--- src/rtl/opb_status_word_scheduler.sv ---
// Purpose : round-robin sharing of one 32-bit status register among N_SRC producers;
//           each queued word is held HOLD_CYCLES cycles, tagged {idx[3:0], seq[3:0]}.
// Latency : strobe at edge t into an idle, enabled, empty block -> status_vld at edge t+1;
//           back-to-back words are HOLD_CYCLES+1 cycles apart.
// Backpressure: none towards producers. Re-strobing a source that is still pending
//           overwrites its older word (latest wins) and bumps saturating drop_cnt.
//
// Ports:
//   user_clk, user_rst_n  clock and asynchronous active-low reset
//   sched_en              1 = grants allowed; 0 = finish current hold, then stay idle
//   src_stb / src_data    per-source capture strobe and DATA_W-bit payload slices
//   status_word           {idx, seq, data} towards the simulink2ppc user_data_in
//   status_vld            one-cycle pulse when status_word is loaded
//   busy                  high while a word is being held
//   pend                  per-source pending flags
//   drop_cnt              saturating count of words overwritten before emission
//
// Optional feature: define STATUS_SCHED_HEARTBEAT_EN to emit a heartbeat word
// {4'hF, seq, heartbeat_cnt} after IDLE_TIMEOUT idle cycles with nothing pending.
module opb_status_word_scheduler #(
    parameter int N_SRC        = 4,
    parameter int DATA_W       = 24,
    parameter int HOLD_CYCLES  = 64,
    parameter int IDLE_TIMEOUT = 4096
) (
    input  logic                      user_clk,
    input  logic                      user_rst_n,
    input  logic                      sched_en,
    input  logic [N_SRC-1:0]          src_stb,
    input  logic [N_SRC*DATA_W-1:0]   src_data,
    output logic [31:0]               status_word,
    output logic                      status_vld,
    output logic                      busy,
    output logic [N_SRC-1:0]          pend,
    output logic [15:0]               drop_cnt
);

    localparam int HOLD_W = $clog2(HOLD_CYCLES);
    localparam logic [HOLD_W-1:0] HOLD_LAST = HOLD_W'(HOLD_CYCLES - 1);

    // An illegal configuration shows up as this named block in the elaborated hierarchy.
    if (N_SRC < 2 || N_SRC > 15 || DATA_W != 24 || HOLD_CYCLES < 2 || IDLE_TIMEOUT < 2)
    begin : g_illegal_params
    end

    typedef enum logic {S_IDLE, S_HOLD} state_t;

    state_t             state;
    state_t             state_nxt;
    logic [DATA_W-1:0]  shadow [N_SRC];
    logic [3:0]         last_grant;
    logic [3:0]         seq;
    logic [HOLD_W-1:0]  hold_cnt;

    logic               gnt_found;
    logic [3:0]         gnt_idx;
    logic [4:0]         cand;
    logic [DATA_W-1:0]  gnt_data;
    logic               gnt_fire;
    logic               hb_fire;
    logic [DATA_W-1:0]  hb_data;
    logic               emit;

    logic [N_SRC-1:0]   gnt_oh;
    logic [N_SRC-1:0]   pend_nxt;
    logic [N_SRC-1:0]   drops;
    logic [4:0]         drop_sum;
    logic [16:0]        drop_total;
    logic [15:0]        drop_nxt;

    // Round-robin search: first pending source after last_grant, in cyclic order.
    always_comb begin
        gnt_found = 1'b0;
        gnt_idx   = '0;
        cand      = '0;
        for (int k = 1; k <= N_SRC; k++) begin
            cand = {1'b0, last_grant} + 5'(k);
            if (cand >= 5'(N_SRC)) begin
                cand = cand - 5'(N_SRC);
            end
            for (int i = 0; i < N_SRC; i++) begin
                if (!gnt_found && pend[i] && cand == 5'(i)) begin
                    gnt_found = 1'b1;
                    gnt_idx   = 4'(i);
                end
            end
        end
    end

    always_comb begin
        gnt_data = '0;
        for (int i = 0; i < N_SRC; i++) begin
            if (gnt_idx == 4'(i)) begin
                gnt_data = shadow[i];
            end
        end
    end

    assign gnt_fire = (state == S_IDLE) && sched_en && gnt_found;

    // Pending/drop bookkeeping. A strobe on the granted source's grant edge re-arms
    // pend for the new word while the old shadow value is emitted: not a drop.
    always_comb begin
        gnt_oh   = '0;
        drop_sum = '0;
        for (int i = 0; i < N_SRC; i++) begin
            gnt_oh[i] = gnt_fire && (gnt_idx == 4'(i));
        end
        pend_nxt = src_stb | (pend & ~gnt_oh);
        drops    = src_stb & pend & ~gnt_oh;
        for (int i = 0; i < N_SRC; i++) begin
            drop_sum = drop_sum + {4'b0, drops[i]};
        end
        drop_total = {1'b0, drop_cnt} + {12'b0, drop_sum};
        drop_nxt   = drop_total[16] ? 16'hFFFF : drop_total[15:0];
    end

`ifdef STATUS_SCHED_HEARTBEAT_EN
    localparam int IDLE_W = $clog2(IDLE_TIMEOUT);
    localparam logic [IDLE_W-1:0] IDLE_LAST = IDLE_W'(IDLE_TIMEOUT - 1);

    logic [IDLE_W-1:0] idle_cnt;
    logic [DATA_W-1:0] hb_cnt;

    assign hb_fire = (state == S_IDLE) && (pend == '0) && sched_en && (idle_cnt == IDLE_LAST);
    assign hb_data = hb_cnt;

    // Idle counter runs only in IDLE with nothing pending; it parks at its last value
    // while disabled so the heartbeat fires as soon as scheduling is re-enabled.
    always_ff @(posedge user_clk or negedge user_rst_n) begin
        if (!user_rst_n) begin
            idle_cnt <= '0;
            hb_cnt   <= '0;
        end else if (hb_fire) begin
            idle_cnt <= '0;
            hb_cnt   <= hb_cnt + 1'b1;
        end else if (state == S_IDLE && pend == '0) begin
            if (idle_cnt != IDLE_LAST) begin
                idle_cnt <= idle_cnt + 1'b1;
            end
        end else begin
            idle_cnt <= '0;
        end
    end
`else
    assign hb_fire = 1'b0;
    assign hb_data = '0;
`endif

    // FSM: state register
    always_ff @(posedge user_clk or negedge user_rst_n) begin
        if (!user_rst_n) begin
            state <= S_IDLE;
        end else begin
            state <= state_nxt;
        end
    end

    // FSM: next state
    always_comb begin
        state_nxt = state;
        case (state)
            S_IDLE: if (gnt_fire || hb_fire) state_nxt = S_HOLD;
            S_HOLD: if (hold_cnt == '0)      state_nxt = S_IDLE;
        endcase
    end

    // FSM: outputs
    always_comb begin
        busy = (state == S_HOLD);
        emit = gnt_fire || hb_fire;
    end

    // Datapath: shadows, pending flags, emitted word, sequence and hold counter.
    always_ff @(posedge user_clk or negedge user_rst_n) begin
        if (!user_rst_n) begin
            status_word <= '0;
            status_vld  <= 1'b0;
            pend        <= '0;
            drop_cnt    <= '0;
            seq         <= '0;
            last_grant  <= 4'(N_SRC - 1);
            hold_cnt    <= '0;
            for (int i = 0; i < N_SRC; i++) begin
                shadow[i] <= '0;
            end
        end else begin
            pend       <= pend_nxt;
            drop_cnt   <= drop_nxt;
            status_vld <= emit;
            for (int i = 0; i < N_SRC; i++) begin
                if (src_stb[i]) begin
                    shadow[i] <= src_data[i*DATA_W +: DATA_W];
                end
            end
            if (gnt_fire) begin
                status_word <= {gnt_idx, seq, gnt_data};
                last_grant  <= gnt_idx;
            end else if (hb_fire) begin
                status_word <= {4'hF, seq, hb_data};
            end
            if (emit) begin
                seq      <= seq + 4'd1;
                hold_cnt <= HOLD_LAST;
            end else if (state == S_HOLD && hold_cnt != '0) begin
                hold_cnt <= hold_cnt - 1'b1;
            end
        end
    end

endmodule
--- config.mk ---
export PLATFORM = sky130hd
export DESIGN_NAME = opb_status_word_scheduler
export DESIGN_NICKNAME = d
export VERILOG_FILES = /design/src/rtl/opb_status_word_scheduler.sv
export SDC_FILE = /design/constraint.sdc
export NUM_CORES = 1
export LEC_CHECK = 0
export BUFFER_PORTS_ARGS = -buffer_cell sky130_fd_sc_hd__buf_4
export CORE_MARGIN = 1
export CORE_UTILIZATION = 45
export DETAILED_ROUTE_END_ITERATION = 7
export PLACE_DENSITY = 0.72
export SYNTH_ARGS = -nofsm -noshare
export SYNTH_HDL_FRONTEND = slang
export SYNTH_SLANG_ARGS = --single-unit
--- constraint.sdc ---
create_clock -name user_clk -period 4.6 [get_ports user_clk]
set_input_delay 0.46 -clock user_clk [delete_from_list [all_inputs] [get_ports user_clk]]
set_output_delay 0.46 -clock user_clk [all_outputs]
set_load 0.01 [all_outputs]
==> metrics.cfg <==
[outcome]
status=completed

[timing]
finalCritPeriodShare_pct=93.5
skew_ps=5.88
fin_crit_ps=4300
fmax_ghz=0.233
tightest_slew_ps=1130
relSlewSlack_pct=24.3
setup_viol=0
grt_setup_unrepaired=no
fin_tns_setup_ps=0
hold_slack_ps=88.3
drv_slew=0
hold_violations=0

[setup_path]
start_kind=flip-flop
cp_num_buf_inv=1
critical_path.cell_chain=or2_1 > and2_1 > o311ai_0 > fa_1 > fa_1 > inv_1 > fa_1 > and3_1 > nand3_1 > or4_1 > nand4_1 > o21a_1
cp_max_fo=13
slowest_stage=or4_1
rr_startpoint=pend[1]
critical_path_class=reg2reg
worstPathArrival_ps=4660
cp.required_ps=4960
path_common_cell=fa_1
rrSetupSlack_ps=300
worst_r2r_path_depth=12
worst_path_dominant_cell_family=simple AND/OR/NAND/NOR gates
cp-end-kind=flip-flop
critPathMaxStageDelay_ps=760
timing.rr.end=drop_cnt[13]

[logic_synthesis]
syn_avg_cell_area_um2=12.4
yosysUniqueCellTypes=52
synthArstFlopShare_pct=100
seq_area_frac_synth_pct=58.1
synth.cell_area_mm2=0.00690
ys.warnings.count=0
syn_inst=557
synth_flop_cell=dfrtp_1
synth_edf_count=0
ys_ff_latch=160

[route]
ant_nets=0
vias=5007
first_iter_violations=315
wl_per_cell_um=18.9
dr.pass1.iters=4
highest_layer=met4
vias_per_cell=5.58
wl_met2_mm=8.65
drc=0
routed_wl_mm=17.0
met1Wirelength_mm=6.71
wl_met3_mm=1.35

[cells_and_area]
nets=812
layout-drive-gt1-share_pct=41.5
antenna_cells=0
area_growth_pct=27.4
post-route-util_pct=59.6

[power_and_ir_drop]
ir_worst_vdd_mv=0.264
p_per_area_mw_per_mm2=404
p_leak_nw=4.12

[grt]
track_usage_pct=23.4
grt_first_pass_wirelength_mm=28.3
grt_pass1_vias=5390
grt.overflow.total=0
grt_max_degree=84
antenna_found_initial=0

[clock_network]
cts_hold_buf=0
cts_resized=0
clockRootBuffer=clkbuf_16
cts_buffer_depth=2
clock_sinks=160
cts_tree=yes
cts_buffers=17
clkLatencyLatePin_ps=420
clkTransAtPathRegs_ps=60
htreeDepth=4
postCtsSetupRepairBufs=0

[die]
start_util_pct=46.7
rows=44
die_area_mm2=0.0158
placeableCoreArea_mm2=0.0148
die_h_um=126
die_w_um=126
boundaryPins=157

[placement]
hpwl_mm=11.3
port_buffers=154
gp_congestion=0.841

[run]
max_cap_viol_count=0

[hold_path]
hold_class=in2async

cell type report:
type | count | area (um2)
Timing Repair Buffer | 161 | 1210
Sequential cell | 160 | 4010
Clock inverter | 6 | 130
Clock buffer | 24 | 482
Multi-Input combinational cell | 352 | 2690
Fill cell | 1195 | 5970
Tap cell | 184 | 230
Inverter | 10 | 40.0
cell usage in the layout, fill, tap and decap left out, types with 2 or more instances in the layout:
cell type	count
inv_1	9
dfstp_2	2
o22ai_1	24
a21o_1	4
a31oi_1	25
ha_1	4
or3_1	4
a22oi_1	24
xor2_1	6
a211oi_1	2
mux2_2	98
o21a_1	2
and3_1	3
nor3_4	2
and2_1	2
clkbuf_8	3
bufinv_16	4
clkinv_2	2
nor2_1	10
o21ai_0	7
nand2b_1	5
xnor2_1	8
nand4_1	4
nor3_1	4
fa_1	3
o211ai_1	4
a21oi_1	9
dfrtp_1	158
nand3_1	10
buf_4	160
nor2b_1	3
clkbuf_1	4
clkbuf_16	17
conb_1	2
nand2_1	66
flip-flops by register name, summed over array words and instances, names as in the netlist:
register and flops:
busy 1, drop_cnt 16, hold_cnt 6, last_grant 2, pend 4, seq 4, shadow 96, status_vld 1
status_word 30
metal layers:
| metal | vias to the layer above | GRT usage, % |
|---|---|---|
| met5 | - | 0 |
| met4 | 0 | 8.08 |
| met3 | 15 | 8.41 |
| met2 | 161 | 38.9 |
| met1 | 2543 | 28.3 |
| li1 | 2288 | - |
Yosys cell counts, types with 2 or more instances:
library cell	n	area, um2
dfrtp_1	158	3950
mux2_2	98	1100
nand2_1	66	248
a31oi_1	25	156
a22oi_1	24	180
o22ai_1	24	150
clkbuf_1	14	52.6
buf_2	11	55.1
nand3_1	10	50.1
nor2_1	10	37.5
a21oi_1	9	45.0
inv_1	9	33.8
xnor2_1	8	70.1
o21ai_0	7	35.0
buf_1	6	22.5
xor2_1	6	52.6
nand2b_1	5	31.3
a21o_1	4	30.0
ha_1	4	50.1
nand4_1	4	25.0
nor2b_1	4	25.0
nor3_1	4	20.0
o211ai_1	4	30.0
or3_1	4	25.0
and3_1	3	18.8
buf_6	3	33.8
fa_1	3	60.1
a211oi_1	2	15.0
and2_1	2	12.5
buf_4	2	15.0
dfstp_2	2	52.6
o21a_1	2	15.0
cells by family after synthesis:
family                   after synthesis  share of synthesized area (%)
AO/OA/AOI/OAI                        108                           10.5
flip-flops                           160                           58.1
buffers and inverters                 46                           3.18
AND/OR/NAND/NOR                      122                           8.67
multiplexers                          99                           16.1
XOR/XNOR                              14                           1.78
other                                  1                         0.0544
adder cells (fa/ha/maj)                7                           1.60
power breakdown:
group / total (mW) / leakage [nW] / switching, mW / internal, mW
logic: 0.454 / 1.87 / 0.197 / 0.257
clock network: 1.46 / 0.300 / 0.515 / 0.944
registers: 1.64 / 1.95 / 0.103 / 1.54
how the worst max path moves through the flow:
stage               startpoint           end  slack [ps]  depth (start not counted)
global route           pend[3]  drop_cnt[13]          60                         14
finish                 pend[1]  drop_cnt[13]         300                         12
global placement       pend[0]  drop_cnt[13]         460                         12
CTS                    pend[1]  drop_cnt[13]         330                         12
detailed placement     pend[1]  drop_cnt[13]         320                         12
floorplan              pend[3]  drop_cnt[11]         740                         15
stage by stage:
step / power, mW / cells / setup slack, ps / cell area, um2
final: 3.55 / 897 / 301 / 8790
after global routing: 3.73 / 897 / 56.8 / 8790
after CTS: 3.59 / 897 / 331 / 8790
after detailed placement: 2.12 / 867 / 320 / 8180
after global placement: 2.09 / 867 / 464 / 8180
after floorplan: 1.89 / 558 / 739 / 6900
Note: power is estimated with default switching activity, not from simulation.
